**src/rtl/hazard_ctrl_pkg.sv**
```systemverilog
// Shared pipeline definitions: stage scoreboard entry, forward encodings and
// the per-operand hazard check used for both rs and rt.
package cpu_defs;

   localparam logic [1:0] TUSE_NONE = 2'd3;

   localparam logic [1:0] FWD_RF = 2'd0;
   localparam logic [1:0] FWD_E  = 2'd1;
   localparam logic [1:0] FWD_M  = 2'd2;
   localparam logic [1:0] FWD_W  = 2'd3;

   typedef struct packed {
      logic [4:0] a3;
      logic [1:0] tnew;
   } stage_t;

   typedef struct packed {
      logic [1:0] fwd;
      logic       haz;
   } opchk_t;

   function automatic logic [1:0] sat_dec(input logic [1:0] x);
      return (x != 2'd0) ? x - 2'd1 : 2'd0;
   endfunction

   // Newest producer wins (E > M > W); $0 never matches. A stall is needed
   // when that producer's result arrives later than the operand is consumed.
   function automatic opchk_t op_check(input logic [4:0] r, input logic [1:0] tuse,
                                       input stage_t e, input stage_t m, input stage_t w);
      opchk_t res;
      stage_t hit;
      res = '{fwd: FWD_RF, haz: 1'b0};
      hit = '0;
      if (r != 5'd0) begin
         if (e.a3 == r) begin
            res.fwd = FWD_E;
            hit     = e;
         end else if (m.a3 == r) begin
            res.fwd = FWD_M;
            hit     = m;
         end else if (w.a3 == r) begin
            res.fwd = FWD_W;
            hit     = w;
         end
      end
      res.haz = (res.fwd != FWD_RF) && (tuse != TUSE_NONE) && (hit.tnew > tuse);
      return res;
   endfunction

endpackage

```
**src/rtl/hazard_ctrl_if.sv**
```systemverilog
// D-stage request and hazard-control response bundle.
interface hazard_ctrl_if;
   logic       d_valid;
   logic [4:0] d_rs;
   logic [4:0] d_rt;
   logic [1:0] d_tuse_rs;
   logic [1:0] d_tuse_rt;
   logic [4:0] d_a3;
   logic [1:0] d_tnew;
   logic       d_md_start;
   logic       d_md_is_div;
   logic       d_md_use;
   logic       stall;
   logic       e_flush;
   logic [1:0] fwd_rs;
   logic [1:0] fwd_rt;
   logic       md_busy;

   modport master (
      output d_valid, d_rs, d_rt, d_tuse_rs, d_tuse_rt, d_a3, d_tnew,
             d_md_start, d_md_is_div, d_md_use,
      input  stall, e_flush, fwd_rs, fwd_rt, md_busy
   );

   modport slave (
      input  d_valid, d_rs, d_rt, d_tuse_rs, d_tuse_rt, d_a3, d_tnew,
             d_md_start, d_md_is_div, d_md_use,
      output stall, e_flush, fwd_rs, fwd_rt, md_busy
   );
endinterface

```
**src/rtl/hazard_ctrl_md_busy_cnt.sv**
```systemverilog
// Mult/div busy counter: loads the unit latency on issue, then counts down.
module md_busy_cnt #(
   parameter int MULT_LAT = 5,
   parameter int DIV_LAT  = 10,
   parameter int CNT_W    = 4
) (
   input  logic clk,
   input  logic reset,
   input  logic load,
   input  logic is_div,
   output logic busy
);
   logic [CNT_W-1:0] cnt_q, cnt_d;

   always_comb begin
      cnt_d = cnt_q;
      if (load)
         cnt_d = is_div ? CNT_W'(DIV_LAT) : CNT_W'(MULT_LAT);
      else if (cnt_q != '0)
         cnt_d = cnt_q - 1'b1;
   end

   always_ff @(posedge clk or posedge reset) begin
      if (reset) cnt_q <= '0;
      else       cnt_q <= cnt_d;
   end

   assign busy = (cnt_q != '0);
endmodule

```
**src/rtl/hazard_ctrl.sv**
```systemverilog
// Hazard controller: shadow E/M/W scoreboard, D-stage stall, forward selects
// and mult/div busy interlock.
module hazard_ctrl
   import cpu_defs::*;
#(
   parameter int MULT_LAT = 5,
   parameter int DIV_LAT  = 10,
   parameter int CNT_W    = 4
) (
   input  logic          clk,
   input  logic          reset,
   hazard_ctrl_if.slave  hif
);
   stage_t e_q, m_q, w_q;
   stage_t e_d, m_d, w_d;
   opchk_t rs_chk, rt_chk;
   logic   md_busy, md_stall, data_stall, stall, md_load;

   always_comb begin
      rs_chk = op_check(hif.d_rs, hif.d_tuse_rs, e_q, m_q, w_q);
      rt_chk = op_check(hif.d_rt, hif.d_tuse_rt, e_q, m_q, w_q);
   end

   assign data_stall = hif.d_valid && (rs_chk.haz || rt_chk.haz);
   assign md_stall   = hif.d_valid && (hif.d_md_start || hif.d_md_use) && md_busy;
   assign stall      = data_stall || md_stall;
   // Any stall, including a pure data hazard, keeps the mult/div from issuing.
   assign md_load    = hif.d_valid && hif.d_md_start && !stall;

   always_comb begin
      e_d = (stall || !hif.d_valid) ? '0 : stage_t'{a3: hif.d_a3, tnew: hif.d_tnew};
      m_d = stage_t'{a3: e_q.a3, tnew: sat_dec(e_q.tnew)};
      w_d = stage_t'{a3: m_q.a3, tnew: sat_dec(m_q.tnew)};
   end

   always_ff @(posedge clk or posedge reset) begin
      if (reset) begin
         e_q <= '0;
         m_q <= '0;
         w_q <= '0;
      end else begin
         e_q <= e_d;
         m_q <= m_d;
         w_q <= w_d;
      end
   end

   md_busy_cnt #(
      .MULT_LAT (MULT_LAT),
      .DIV_LAT  (DIV_LAT),
      .CNT_W    (CNT_W)
   ) u_md_cnt (
      .clk    (clk),
      .reset  (reset),
      .load   (md_load),
      .is_div (hif.d_md_is_div),
      .busy   (md_busy)
   );

   assign hif.stall   = stall;
   assign hif.e_flush = stall;
   assign hif.fwd_rs  = rs_chk.fwd;
   assign hif.fwd_rt  = rt_chk.fwd;
   assign hif.md_busy = md_busy;
endmodule

```
**src/flat_wrapper.sv**
```systemverilog
// flat-port wrapper written by rule: the top's interface ports become plain ports
module hazard_ctrl_flat import cpu_defs::*;
#(
   parameter int MULT_LAT = 5,
   parameter int DIV_LAT  = 10,
   parameter int CNT_W    = 4
)
  (clk, reset, hif_d_valid, hif_d_rs, hif_d_rt, hif_d_tuse_rs, hif_d_tuse_rt, hif_d_a3, hif_d_tnew, hif_d_md_start, hif_d_md_is_div, hif_d_md_use, hif_stall, hif_e_flush, hif_fwd_rs, hif_fwd_rt, hif_md_busy);
  hazard_ctrl_if hif_i ();
  input  logic clk;
  input  logic reset;
  input wire logic [$bits(hif_i.d_valid)-1:0] hif_d_valid;
  input wire logic [$bits(hif_i.d_rs)-1:0] hif_d_rs;
  input wire logic [$bits(hif_i.d_rt)-1:0] hif_d_rt;
  input wire logic [$bits(hif_i.d_tuse_rs)-1:0] hif_d_tuse_rs;
  input wire logic [$bits(hif_i.d_tuse_rt)-1:0] hif_d_tuse_rt;
  input wire logic [$bits(hif_i.d_a3)-1:0] hif_d_a3;
  input wire logic [$bits(hif_i.d_tnew)-1:0] hif_d_tnew;
  input wire logic [$bits(hif_i.d_md_start)-1:0] hif_d_md_start;
  input wire logic [$bits(hif_i.d_md_is_div)-1:0] hif_d_md_is_div;
  input wire logic [$bits(hif_i.d_md_use)-1:0] hif_d_md_use;
  output wire logic [$bits(hif_i.stall)-1:0] hif_stall;
  output wire logic [$bits(hif_i.e_flush)-1:0] hif_e_flush;
  output wire logic [$bits(hif_i.fwd_rs)-1:0] hif_fwd_rs;
  output wire logic [$bits(hif_i.fwd_rt)-1:0] hif_fwd_rt;
  output wire logic [$bits(hif_i.md_busy)-1:0] hif_md_busy;
  assign hif_i.d_valid = hif_d_valid;
  assign hif_i.d_rs = hif_d_rs;
  assign hif_i.d_rt = hif_d_rt;
  assign hif_i.d_tuse_rs = hif_d_tuse_rs;
  assign hif_i.d_tuse_rt = hif_d_tuse_rt;
  assign hif_i.d_a3 = hif_d_a3;
  assign hif_i.d_tnew = hif_d_tnew;
  assign hif_i.d_md_start = hif_d_md_start;
  assign hif_i.d_md_is_div = hif_d_md_is_div;
  assign hif_i.d_md_use = hif_d_md_use;
  assign hif_stall = hif_i.stall;
  assign hif_e_flush = hif_i.e_flush;
  assign hif_fwd_rs = hif_i.fwd_rs;
  assign hif_fwd_rt = hif_i.fwd_rt;
  assign hif_md_busy = hif_i.md_busy;
  hazard_ctrl #(.MULT_LAT(MULT_LAT), .DIV_LAT(DIV_LAT), .CNT_W(CNT_W)) u_core (.clk(clk), .reset(reset), .hif(hif_i));
endmodule
```
**config.mk**
```make
export PLATFORM = sky130hd
export DESIGN_NAME = hazard_ctrl_flat
export DESIGN_NICKNAME = d
export VERILOG_FILES = /design/src/rtl/hazard_ctrl_pkg.sv /design/src/rtl/hazard_ctrl_if.sv /design/src/rtl/hazard_ctrl_md_busy_cnt.sv /design/src/rtl/hazard_ctrl.sv /design/src/flat_wrapper.sv
export SDC_FILE = /design/constraint.sdc
export NUM_CORES = 1
export LEC_CHECK = 0
export ABC_AREA = 1
export CORE_ASPECT_RATIO = 2
export CORE_UTILIZATION = 53
export CTS_BUF_LIST = sky130_fd_sc_hd__clkbuf_4
export CTS_CLUSTER_DIAMETER = 100
export DETAILED_ROUTE_END_ITERATION = 6
export GPL_TIMING_DRIVEN = 0
export MAX_ROUTING_LAYER = met4
export PLACE_DENSITY_LB_ADDON = 0.3
export SYNTH_ARGS = -nofsm -noshare
export SYNTH_HDL_FRONTEND = slang
export SYNTH_SLANG_ARGS = --single-unit
```
**constraint.sdc**
```tcl
create_clock -name clk -period 3 [get_ports clk]
set_clock_uncertainty 0.05 [all_clocks]
set_input_delay 0.3 -clock clk [delete_from_list [all_inputs] [get_ports clk]]
set_output_delay 0.3 -clock clk [all_outputs]
set_load 0.005 [all_outputs]
```
# ---- Word level (Yosys, flattened, before mapping)
# Cells that the tools add are included.
dict set report totals {
  register_bits 25
  elab_cells 65
  out_inout_bits 7
  inputBits 27
}
dict set report classes {
  n_eq_ne 8
  mux 22
  add_sub_neg 3
  n_lt_le_gt_ge 2
  reduce_logical 23
}
# op count
set op_table {}
lappend op_table {{2-bit two-way mux} 18}
lappend op_table {{5-bit == test} 6}
lappend op_table {{4-bit two-way mux} 3}
lappend op_table {{2-bit nonzero test} 5}
lappend op_table {{5-bit nonzero test} 2}
lappend op_table {{1-bit logical AND} 9}
lappend op_table {{7-bit two-way mux} 1}
lappend op_table {{2-bit > comparator} 2}
lappend op_table {{1-bit logical OR} 4}
lappend op_table {{2-bit != test, second input constant} 2}
lappend op_table {{4-bit nonzero test} 1}
lappend op_table {{2-bit by 1-bit subtractor with 2-bit output, second input constant} 2}
lappend op_table {{4-bit by 1-bit subtractor with 4-bit output, second input constant} 1}
lappend op_table {{1-bit logical NOT} 2}

# ---- Logic depth before layout (Yosys ltp)
dict set report logic_depth {
  ltp_word 14
  depth_mapped 20
  mapped_depth_nobuf 20
}

# ---- Cells and area by module
# From an unflattened synthesis, not the netlist that was laid out.
dict set report unflattened {
  cells_unflattened 219
  hier_area_um2 1632.8
}
# module area_each_um2 cells_each n_inst seq_area_each_um2
set by_module_without_submodules {}
lappend by_module_without_submodules {hazard_ctrl 1370.1 184 1 525.5}
lappend by_module_without_submodules {md_busy_cnt 262.8 35 1 100.1}

# ---- Least setup slack after synthesis
# Ideal clock, no wire load.
dict set report synth_timing {
  path_kind {reg-to-output}
  startpoint {reg u_core.m_q[5] (netlist name)}
  endpoint {out hif_stall}
  path_slack_ns 0.543
  path_stages_with_launch 13
  arrival_ns 2.107
  n_path_buf 1
  cell_sequence {dfrtp_1 xor2_1 nand3b_2 o21ai_0 a31oi_1 a211oi_1 ha_1 a221oi_1 nand2_1 nand3_1 nand2_2 inv_1 buf_4}
}
dict set report synth_via {
  elab_chain_cells 10
  word_cells_on_any_way 25
}
# item line
set synth_lines {}
lappend synth_lines {{start, declared} hazard_ctrl.sv:14} ;# stage_t e_q, m_q, w_q;
lappend synth_lines {{start signal, assigned} hazard_ctrl.sv:43} ;# m_q <= m_d;
lappend synth_lines {{parallel branches: the longest is 7 deep, another holds 2-bit > comparator} n/a}
lappend synth_lines {{1-bit logical OR (*)} hazard_ctrl.sv:24} ;# assign data_stall = hif.d_valid && (rs_chk.haz || rt_chk.haz);
lappend synth_lines {{1-bit logical AND (*)} hazard_ctrl.sv:24}
lappend synth_lines {{1-bit logical OR (*)} hazard_ctrl.sv:26} ;# assign stall = data_stall || md_stall;
lappend synth_lines {{end, declared} flat_wrapper.sv:22} ;# output wire logic [$bits(hif_i.stall)-1:0] hif_stall;
# Every way passes the cells marked *.

# ---- Final worst setup path
dict set report layout_timing {
  startpoint {reg u_core.m_q[2] (netlist name)}
  endpoint {out hif_stall}
}
# Same word-level chain as after synthesis.

==> summary.md <==
| Metric | Value |
|---|---|
| Bufs on Longest Clock Path | 2 |
| Final Setup Violations | 2 |
| ANT nets after route | 0 |
| Synth area leader | dfrtp_1 |
| Placed cell area | between 2000 and 2500 um^2 |
| Relative slew margins | 0.373 |
| Htree depth | 1 |
| GR Util All Layers | 0.249 |
| Clock transition at the registers of the reported paths | 0.13 ns |
| Die width | ~42 um |
| Hold_ws | roughly 0.4 ns |
| Initial drt markers | 35 |
| Hold buffer count at CTS | 0 |
| Post-synth net total | 264 |
| Vias per inst | 5.19 |
| DR pass1 iterations | 4 |
| Routed len/inst | between 10 and 15 um |
| Routability-driven placement congestion ratio | 0.835 |
| Grt ovf | 0 |
| Share of layout cells above drive strength 1 | 0.205 |
| CTS Buf Count | 3 |
| Hold Vio Cnt, Final | 0 |
| Synth-to-Final Area Change | 35.6% |
| Yosys cell types | 25 |
| Core area | 2980 um^2 |
| Tmin final | ~3.1 ns |
| Clock sink total | 25 |
| Startpoint types | register |
| RSZ-0062 raised after global routing | true |
| Chip Height | between 80 and 90 um |
| Largest fanout on the critical path | 5 |
| Max-cap violations | 0 |
| Vias in the first global route | about 1500 |
| Ports | 34 |
| Post-synth EDFFs | 0 |
| Final Slew Violations | 0 |
| Crit-path cells | inv_1 -> nand2_1 -> nand2_1 -> nor2_2 -> nand3b_4 -> o21ai_2 -> a31oi_2 -> a211oi_2 -> ha_1 -> a221oi_2 -> nand2_1 -> nand3_2 -> nand2_2 -> inv_2 -> buf_6 -> buf_6 |
| N_diodes | 0 |
| First-pass GRT wire length | 6.17 mm |
| Worst reg-to-reg setup slack | between 0.15 and 0.2 ns |
| Max Freq | 324 MHz |
| Port bufs | 33 |
| Crit path DAT | between 2 and 3 ns |
| Failing checks | negative setup slack |
| Top cell type's share of synthesized area | 0.375 |
| Fillers | ~230 |
| Synth Register Bits | 25 |
| Post-synthesis sequential area ratio | 0.375 |
| Crit share post-route | 1.03 |
| # rows | 28 |
| Critical Path End Type | primary output |
| Post-route worst setup slack | -0.0889 ns |
| Peak VDD IR | roughly 0.43 mV |
| Sequential Area | roughly 630 um^2 |
| Top_reg_cell synth | dfrtp_1 |
| Synth top cells by count | nand2_1, inv_1, dfrtp_1 |
| Detailed-route DRC error count | 0 |
| Synth top area cells | dfrtp_1, nand2_1, inv_1, xnor2_1, nor2_1 |
| Total wire length | just over 4 mm |
| Post-layout nets | 312 |
| Async SR Flop Fraction | 1.00 |
| Slowest-stage cell, CP | dfrtp_1 |
| Largest net degree at the start of global routing | 26 |
| Yosys warnings | 0 |
| Die area | approximately 3400 um^2 |
| Multi-input gate area in the final layout | ~980 um^2 |
| Post-DP HPWL | around 2.9 mm |
| Crit path max-delay family | compound AO/OA/AOI/OAI gates |
| Pwr dens | about 430 nW/um^2 |
| Initial Util | 0.560 |
| Tightest Pin Transition | 0.940 ns |
| Count of mapped cells out of synthesis | about 230 |
| Clk root buf | clkbuf_4 |
| Vias | approximately 1600 |
| Slowest cell delay on critical path | 0.45 ns |
| Buffers and inverters on the worst path | 4 |
| Finished Cell Area | 2260 um^2 |
| Mapped Avg Cell Area | ~7.2 um^2 |
| Most used cell, CP | nand2_1 |
| Crit path required time | ~2.7 ns |
| Worst skew pair latency | 0.33 ns |
| Post-Syn Area | between 1500 and 2000 um^2 |
| Initial antenna violation count | 0 |
| Critical path class | reg2out |
| Status | complete, but fails checks |
| Most frequent cell after synthesis | nand2_1 |
| CTS tree | built |
| Cell leakage power | 0.00123 uW |
| Hold Path Class | reg2reg |
-- per-stage QoR --
step	power, uW	instances	TNS, ns	util	setup WS, ns
after floorplan	643	231	0	-	0.543
after global placement	747	294	-2.09	0.683	-0.690
after detailed placement	756	294	-2.14	0.683	-0.704
after CTS	935	307	-0.440	0.737	-0.128
after global routing	1050	308	-0.505	0.759	-0.270
final	972	308	-0.119	0.759	-0.0889
-- metal layers --
layer,global-route usage,wire (um),vias to the layer above
met5,-,0,-
met4,0.177,156,0
met3,0.0178,95,15
met2,0.455,2410,41
met1,0.240,1360,749
li1,-,-,794
-- path summary, 6_finish.rpt --
| path | to | depth (start not counted) | startpoint |
|---|---|---|---|
| worst max-delay path | hif_stall | 16 | u_core.m_q[2]$_DFF_PP0_ |
| worst min-delay path | u_core.m_q[5]$_DFF_PP0_ | 0 | u_core.e_q[5]$_DFF_PP0_ |
| worst max register to register | u_core.u_md_cnt.cnt_q[2]$_DFFE_PP0P_ | 19 | u_core.m_q[2]$_DFF_PP0_ |
| worst min register to register | u_core.m_q[5]$_DFF_PP0_ | 0 | u_core.e_q[5]$_DFF_PP0_ |
| max in group asynchronous | u_core.u_md_cnt.cnt_q[2]$_DFFE_PP0P_ | 2 | reset |
| min in group asynchronous | u_core.u_md_cnt.cnt_q[3]$_DFFE_PP0P_ | 2 | reset |
-- cells in the final DEF (no fill, tap or decap), types with 2 or more instances in the layout --
cell type,Yosys,routed
ha_1,6,6
o211ai_1,2,2
buf_6,0,3
o21ai_2,0,2
nand3_4,0,2
nand2_2,4,8
dfrtp_1,25,25
o21ai_1,0,3
nor2_2,3,4
inv_1,47,44
dlygate4sd2_1,0,10
nand3_1,9,5
a211oi_2,0,2
clkdlybuf4s50_1,0,21
xor2_1,7,7
o21ai_0,7,2
buf_4,1,9
nand2_1,63,59
clkbuf_4,0,3
a221oi_2,0,2
nor2_4,0,2
nand3_2,3,5
xnor2_1,12,11
inv_2,3,6
nor2_1,24,21
-- flip-flops by register name, summed over array words and instances (netlist names) --
signal                 count
u_core.m_q                 7
u_core.u_md_cnt.cnt_q      4
u_core.e_q                 7
u_core.w_q                 7
-- worst register-to-register path, cell delays in order (launching register included) --
cell and delay (ns):
dfrtp_1 0.45, inv_1 0.07, nand2_1 0.07, nand2_1 0.06
nor2_2 0.15, nand3b_4 0.13, o21ai_2 0.18, a31oi_2 0.06
a211oi_2 0.17, ha_1 0.29, a221oi_2 0.29, nand2_1 0.13
buf_4 0.15, buf_6 0.10, nand2_2 0.05, nand2_2 0.06
nand3_4 0.10, nand2_1 0.06, nand2_1 0.07, inv_1 0.03
-- final cells by class --
class                   instances  share of cell area
multi-input cells             155               0.432
well taps                      30              0.0166
clock inverters                 1             0.00221
plain buffers                   1             0.00498
clock buffers                   3             0.00997
inverters                      50              0.0831
flip-flops and latches         25               0.277
repair buffers                 43               0.174
-- cell families after synthesis --
logic type,count (synthesis),share of synthesized area
XOR/XNOR,19,0.0999
flip-flops,25,0.375
adder cells (fa/ha/maj),6,0.0450
AO/OA/AOI/OAI,19,0.0736
buffers and inverters,51,0.117
AND/OR/NAND/NOR,111,0.289
-- report_power, final --
group / leakage (uW) / total, uW / switching [uW] / internal (uW)
Combinational: 0.000883 / 398 / 214 / 184
Clock: 0.0000177 / 154 / 103 / 50.1
Sequential: 0.000328 / 420 / 35.5 / 385
Total: 0.00123 / 972 / 353 / 619
-- what timing repair did --
item,4_1_cts,5_1_grt
buffers inserted,11,6
pin swaps,22,15
endpoints found under the hold margin,0,0
gates resized for setup,43,13
endpoints found under the setup margin,2,6
Note: power is estimated with default switching activity, not from simulation.
